--- src/rtl/exu_branch_ctrl_pkg.sv ---
// Shared definitions for the execute-stage branch controller: op encodings,
// FSM state constants and the default datapath width.
package exu_branch_ctrl_pkg;

  localparam int unsigned XLEN_DEFAULT = 32;

  localparam logic [2:0] BR_NONE = 3'b000;
  localparam logic [2:0] BR_JAL  = 3'b001;
  localparam logic [2:0] BR_JALR = 3'b010;
  localparam logic [2:0] BR_BEQ  = 3'b100;
  localparam logic [2:0] BR_BNE  = 3'b101;
  localparam logic [2:0] BR_BLT  = 3'b110;
  localparam logic [2:0] BR_BGE  = 3'b111;

  localparam logic [1:0] ST_IDLE     = 2'd0;
  localparam logic [1:0] ST_WAIT_CMP = 2'd1;
  localparam logic [1:0] ST_REDIRECT = 2'd2;
  localparam logic [1:0] ST_DONE     = 2'd3;

  // The reserved encoding 011 behaves exactly like an explicit "none".
  function automatic logic br_is_none(input logic [2:0] op);
    return (op == BR_NONE) || (op == 3'b011);
  endfunction

endpackage

--- src/rtl/branch_cond_eval.sv ---
// Combinational branch condition evaluation: decides taken and whether the
// target base is rs1 (JALR) or the PC.
module branch_cond_eval
  import exu_branch_ctrl_pkg::*;
(
  input  logic [2:0] op,
  input  logic       zero,
  input  logic       less,
  output logic       taken,
  output logic       use_rs1_base
);

  always_comb begin
    taken = 1'b0;
    case (op)
      BR_JAL, BR_JALR: taken = 1'b1;
      BR_BEQ:          taken = zero;
      BR_BNE:          taken = ~zero;
      BR_BLT:          taken = less;
      BR_BGE:          taken = ~less;
      default:         taken = 1'b0;
    endcase
  end

  assign use_rs1_base = (op == BR_JALR);

endmodule

--- src/rtl/exu_branch_ctrl.sv ---
// Execute-stage branch controller: accepts a branch op, waits for the ALU
// compare, issues an IFU redirect when taken and pulses completion.
// Optional performance counters are built when BRANCH_STAT_EN is defined.
module exu_branch_ctrl
  import exu_branch_ctrl_pkg::*;
#(
  parameter int unsigned XLEN = XLEN_DEFAULT
) (
  input  logic            clk,
  input  logic            rst_n,
  input  logic            in_valid,
  output logic            in_ready,
  input  logic [2:0]      in_branch,
  input  logic [XLEN-1:0] in_pc,
  input  logic [XLEN-1:0] in_imm,
  input  logic [XLEN-1:0] in_rs1,
  input  logic            cmp_valid,
  input  logic            cmp_zero,
  input  logic            cmp_less,
  output logic            redir_valid,
  input  logic            redir_ready,
  output logic [XLEN-1:0] redir_pc,
  output logic            flush,
  output logic            done_valid,
  output logic            done_taken,
  output logic [31:0]     stat_branches,
  output logic [31:0]     stat_taken
);

  logic [1:0]      state_q, state_d;
  logic [2:0]      op_q, op_d;
  logic [XLEN-1:0] pc_q, pc_d;
  logic [XLEN-1:0] imm_q, imm_d;
  logic [XLEN-1:0] rs1_q, rs1_d;
  logic            taken_q, taken_d;
  logic [XLEN-1:0] redir_pc_q, redir_pc_d;

  logic            in_idle;
  logic [2:0]      op_eval;
  logic [XLEN-1:0] pc_eval, imm_eval, rs1_eval;
  logic            cond_taken, use_rs1;
  logic [XLEN-1:0] target_sum, target;

  assign in_idle = (state_q == ST_IDLE);

  // In IDLE the op is decided from the incoming fields, which are the values
  // being latched this cycle; afterwards the latched copy is used.
  assign op_eval  = in_idle ? in_branch : op_q;
  assign pc_eval  = in_idle ? in_pc     : pc_q;
  assign imm_eval = in_idle ? in_imm    : imm_q;
  assign rs1_eval = in_idle ? in_rs1    : rs1_q;

  branch_cond_eval u_cond (
    .op           (op_eval),
    .zero         (cmp_zero),
    .less         (cmp_less),
    .taken        (cond_taken),
    .use_rs1_base (use_rs1)
  );

  assign target_sum = (use_rs1 ? rs1_eval : pc_eval) + (cond_taken ? imm_eval : XLEN'(4));
  assign target     = {target_sum[XLEN-1:1], target_sum[0] & ~use_rs1};

  always_comb begin
    state_d    = state_q;
    op_d       = op_q;
    pc_d       = pc_q;
    imm_d      = imm_q;
    rs1_d      = rs1_q;
    taken_d    = taken_q;
    redir_pc_d = redir_pc_q;
    case (state_q)
      ST_IDLE: begin
        if (in_valid) begin
          op_d  = in_branch;
          pc_d  = in_pc;
          imm_d = in_imm;
          rs1_d = in_rs1;
          if (br_is_none(in_branch)) begin
            taken_d = 1'b0;
            state_d = ST_DONE;
          end else if (in_branch == BR_JAL) begin
            taken_d    = 1'b1;
            redir_pc_d = target;
            state_d    = ST_REDIRECT;
          end else begin
            taken_d = 1'b0;
            state_d = ST_WAIT_CMP;
          end
        end
      end
      ST_WAIT_CMP: begin
        if (cmp_valid) begin
          taken_d = cond_taken;
          if (cond_taken) begin
            redir_pc_d = target;
            state_d    = ST_REDIRECT;
          end else begin
            state_d = ST_DONE;
          end
        end
      end
      ST_REDIRECT: begin
        if (redir_ready) state_d = ST_DONE;
      end
      ST_DONE:  state_d = ST_IDLE;
      default:  state_d = ST_IDLE;
    endcase
  end

  always_ff @(posedge clk or negedge rst_n) begin
    if (!rst_n) begin
      state_q    <= ST_IDLE;
      op_q       <= BR_NONE;
      pc_q       <= '0;
      imm_q      <= '0;
      rs1_q      <= '0;
      taken_q    <= 1'b0;
      redir_pc_q <= '0;
    end else begin
      state_q    <= state_d;
      op_q       <= op_d;
      pc_q       <= pc_d;
      imm_q      <= imm_d;
      rs1_q      <= rs1_d;
      taken_q    <= taken_d;
      redir_pc_q <= redir_pc_d;
    end
  end

  assign in_ready    = in_idle;
  assign redir_valid = (state_q == ST_REDIRECT);
  assign redir_pc    = redir_pc_q;
  assign flush       = redir_valid & redir_ready;
  assign done_valid  = (state_q == ST_DONE);
  assign done_taken  = done_valid & taken_q;

`ifdef BRANCH_STAT_EN
  logic [31:0] stat_branches_q, stat_taken_q;

  always_ff @(posedge clk or negedge rst_n) begin
    if (!rst_n) begin
      stat_branches_q <= '0;
      stat_taken_q    <= '0;
    end else if (done_valid) begin
      if (!br_is_none(op_q)) stat_branches_q <= stat_branches_q + 32'd1;
      if (taken_q)           stat_taken_q    <= stat_taken_q + 32'd1;
    end
  end

  assign stat_branches = stat_branches_q;
  assign stat_taken    = stat_taken_q;
`else
  assign stat_branches = '0;
  assign stat_taken    = '0;
`endif

endmodule

--- config.mk ---
export PLATFORM = sky130hd
export DESIGN_NAME = exu_branch_ctrl
export DESIGN_NICKNAME = d
export VERILOG_FILES = /design/src/rtl/exu_branch_ctrl_pkg.sv /design/src/rtl/branch_cond_eval.sv /design/src/rtl/exu_branch_ctrl.sv
export SDC_FILE = /design/constraint.sdc
export NUM_CORES = 1
export LEC_CHECK = 0
export BUFFER_PORTS_ARGS = -buffer_cell sky130_fd_sc_hd__buf_2
export CELL_PAD_IN_SITES_DETAIL_PLACEMENT = 0
export CELL_PAD_IN_SITES_GLOBAL_PLACEMENT = 2
export CORE_MARGIN = 2
export CORE_UTILIZATION = 37
export CTS_CLUSTER_DIAMETER = 200
export DETAILED_ROUTE_END_ITERATION = 7
export HOLD_SLACK_MARGIN = 0.02
export PLACE_DENSITY = 0.85
export REMOVE_ABC_BUFFERS = 1
export SLEW_MARGIN = 20
export SYNTH_ARGS = -nofsm -noshare
export SYNTH_HDL_FRONTEND = slang
export SYNTH_SLANG_ARGS = --single-unit
--- constraint.sdc ---
create_clock -name clk -period 9.22 [get_ports clk]
set_clock_uncertainty 0.2 [all_clocks]
set_input_delay 1.383 -clock clk [delete_from_list [all_inputs] [get_ports clk]]
set_output_delay 1.383 -clock clk [all_outputs]
set_load 0.02 [all_outputs]
==> run summary <==
Top achievable clock speed: 194.6 MHz. In the routed design, unresolved DRC markers number 0. The startpoint identified for the worst hold timing path is redir_pc[19]$_DFFE_PN0P_. Total count of max-transition violations in the final report: 0. Detailed placement finished with a half-perimeter wire length of 14350 µm.

The tree is rooted in a clkbuf_16. Walking the worst path, the cells encountered are inv_1 -> ha_4 -> inv_1 -> a31oi_4 -> buf_4 -> mux4_2 -> ha_1 -> a21oi_1 -> o21ai_0 -> a21o_1 -> o21ai_1 -> o41ai_2 -> o21ai_0 -> a31oi_1 -> o21ai_0. Counting along the longest clock path gives a buffer depth of 2.

Routability-driven placement congestion ratio: 0.7863. Once detail routing completed, the nets flagged for antenna violations numbered 0. The final worst-path setup slack was 4.080 ns; the pin count of the biggest net entering global routing was 80.

The largest fanout of any net on the critical path is 43, and the required time of the critical path is 9.29 ns. From left edge to right edge, the die measures 156.7 µm. The number of different library cells in the post-synthesis netlist was 61. For the number of violations of the max-capacitance limit, the log shows 0. The most used flip-flop cell after synthesis is dfrtp_1. The largest total area in the synthesized netlist belongs to dfrtp_1. The tools report the element type at the critical path end as a flop. Global routing used 16.76% of the available tracks.

Counting flops and latches in the post-synthesis netlist gives 134. The netlist area before placement is 8625 µm², and the number of vias in the routed layout is 6068. Relative to the synthesized area, the layout overhead comes to 14.93%. The post-route netlist has 35.11% of its cells at a drive strength greater than 1.

STA classifies the critical path startpoint as a flop. The area share of the leading cell type in the synthesized netlist was 38.88%; the total count of hold-check failures in the final report was 0. The net count of the finished layout is 1049.

Timing analysis after detailed placement gives a worst setup slack of 3.796 ns. Clock-pin slew was measured on the worst setup and hold paths at 0.06 ns. The number of enable flip-flop cells after synthesis was 0; the die height was 156.7 µm. The tools report the number of clock sinks seen by CTS as 134.

After detailed routing, the average wire length per cell comes to 16.20 µm. In the synthesized netlist the async set-or-reset flop fraction comes to 100.0%. The critical path starts at state_q[0]$_DFFE_PN0P_. The path type of the worst setup path was flop to flop. Sorting the synthesized cells by area gives the leading types as dfrtp_1, mux2_2, mux4_2. The first detailed-routing pass ran for 4 iterations. The tools report the number of antenna violations at the first check in global routing as 3. Wires add up to 19960 µm.

For this configuration, the core starts out at a cell density of 37.86%. Via count of the first global-routing pass: 6008. Count of buffers inserted at the top-level ports: 142. The path class of the tightest hold or removal check is flop to flop. Buffers inserted to repair hold after CTS numbered 0. Setup violations remaining at the end of the flow were counted as 0. TritonCTS built the clock tree.

The logs give 17 for the CTS buffer count and 5.21 ns for the worst endpoint data arrival time. The run finished with clean final reports. The count of buffers added by post-CTS timing repair for setup was 0. The run gives 207 as the number of primary I/O pins. Final critical-path required period: 5.140 ns. The initialized floorplan defines 55 standard-cell rows. For the post-cts repair resize count, the log shows 0. The number of vias per cell came out at 4.925. The total overflow left after global routing is 0. After the first detailed-routing iteration, the DRC count stood at 290.

The worst register-to-register path begins at state_q[0]$_DFFE_PN0P_. The worst stage delay on the critical path works out to 0.64 ns. Transition time at the pin with the least slew margin: 0.8743 ns. The slowest stage of the critical path is the ha_4 cell.

The logs give 785 for the cell count after synthesis and 0.42 ns for the insertion delay of the later-clocked pin in the worst-skew pair. In the finished design, the share of the clock period the worst path needs comes to 55.75%. In this run the standard cell core region covers 22780 µm².

Cell type with the highest occurrence count on the critical path: o21ai_0. In this run the tightest slew margin relative to its limit is 41.72%. In this design, the largest share of critical-path delay is due to compound AO/OA/AOI/OAI gates. The H-tree was split into 4 levels.

Setup repair after global routing left no endpoint under its margin. In the final timing run, aggregate negative setup slack is 0 ns. Dividing the synthesized area by the synthesized cell count gives 10.99 µm².

The critical path contains buffers and inverters numbering 3 combined. The total die area came out at 24550 µm². The share of synthesized area occupied by flip-flops and latches was 38.88%.

Yosys printed 0 warnings. The first global-routing pass estimated 31790 µm of wire.
## layout by cell type (no fill, tap or decap), drive strengths merged, types with 4 or more instances in the layout
master,instances
buf,148
dfrtp,134
mux2,98
conb,64
nand2,55
o21ai,53
nor2,46
a21oi,40
mux2i,35
ha,35
mux4,31
clkbuf,20
xnor2,16
a21o,15
inv,12
xor2,10
a211oi,9
nand3,8
o21bai,8
nand4,6
nor2b,5
nand2b,5
nor3,5
o21a,5
clkinvlp,5
a31oi,5
and2,4
o31ai,4
## worst paths after layout
path	end	slack (ns)	depth (start not counted)
min in group asynchronous	imm_q[1]$_DFFE_PN0P_	0.71	1
worst min-delay path	redir_pc[19]$_DFFE_PN0P_	0.27	2
worst max-delay path	redir_pc[28]$_DFFE_PN0P_	4.08	15
max in group asynchronous	pc_q[19]$_DFFE_PN0P_	6.95	2
worst min register to register	redir_pc[19]$_DFFE_PN0P_	0.27	2
worst max register to register	redir_pc[28]$_DFFE_PN0P_	4.08	15
## layer usage
layer,vias up,global-route usage (%),wire length [µm]
met3,21,3.572,925
met4,2,5.111,234
met5,-,0,13
met2,153,27.29,9338
met1,2934,22.43,9446
li1,2958,-,-
## registers in the layout, indices dropped and copies added, names as in the netlist
register,flops
pc_q,32
redir_pc,32
rs1_q,32
imm_q,32
taken_q,1
op_q,3
state_q,2
## worst min-delay path: stages, from the launching register on
cell and delay, ns:
dfrtp_1 0.34, nand2_1 0.04, o21ai_0 0.05
## metrics by stage
step | util (%) | hold slack, ns | cell area (µm²) | std cells
final | 43.52 | 0.2703 | 9912 | 1232
after global routing | 43.49 | 0.3063 | 9907 | 1230
after CTS | 43.48 | 0.2793 | 9903 | 1230
after detailed placement | 41.15 | 0.2657 | 9374 | 1201
after global placement | 41.15 | 0.2600 | 9374 | 1201
after floorplan | - | 0.2715 | 8188 | 740
## cells in the mapped netlist, drive strengths merged, types with 2 or more instances
| library cell | instances |
|---|---|
| mux2 | 98 |
| nor2b | 5 |
| mux2i | 35 |
| nor2 | 46 |
| a211o | 3 |
| buf | 76 |
| xor2 | 10 |
| nand2b | 5 |
| nand3 | 8 |
| xnor2 | 16 |
| a21boi | 2 |
| and2 | 4 |
| nand4 | 6 |
| o21a | 5 |
| o31ai | 4 |
| o21bai | 8 |
| o211ai | 2 |
| ha | 35 |
| dfrtp | 134 |
| o211a | 2 |
| a211oi | 9 |
| o21ba | 2 |
| inv | 12 |
| or3 | 2 |
| a21oi | 40 |
| o21ai | 53 |
| mux4 | 31 |
| and4 | 2 |
| a31oi | 5 |
| nand2 | 55 |
| nor3 | 5 |
| a21o | 15 |
| clkbuf | 32 |
| or2 | 3 |
## cell families after synthesis
family | count (synthesis) | synth area share, %
multiplexers | 164 | 24.95
AO/OA/AOI/OAI | 160 | 12.23
buffers and inverters | 120 | 8.327
XOR/XNOR | 26 | 2.727
other | 1 | 0.04348
adder cells (fa/ha/maj) | 36 | 5.310
flip-flops | 134 | 38.88
AND/OR/NAND/NOR | 144 | 7.529
## area by class of cell
| cell class | instances | area (µm²) |
|---|---|---|
| antenna | 2 | 5.005 |
| clock buffer | 20 | 446.7 |
| clock inverter | 9 | 82.58 |
| fill | 2228 | 12870 |
| inverter | 12 | 45.04 |
| multi-input combinational | 594 | 4822 |
| sequential | 134 | 3353 |
| tap | 313 | 391.6 |
| timing repair buffer | 148 | 765.7 |
Power is left out: the tool's default activity adds up to more than one toggle a clock period on the data nets, which glitch-free logic cannot reach.
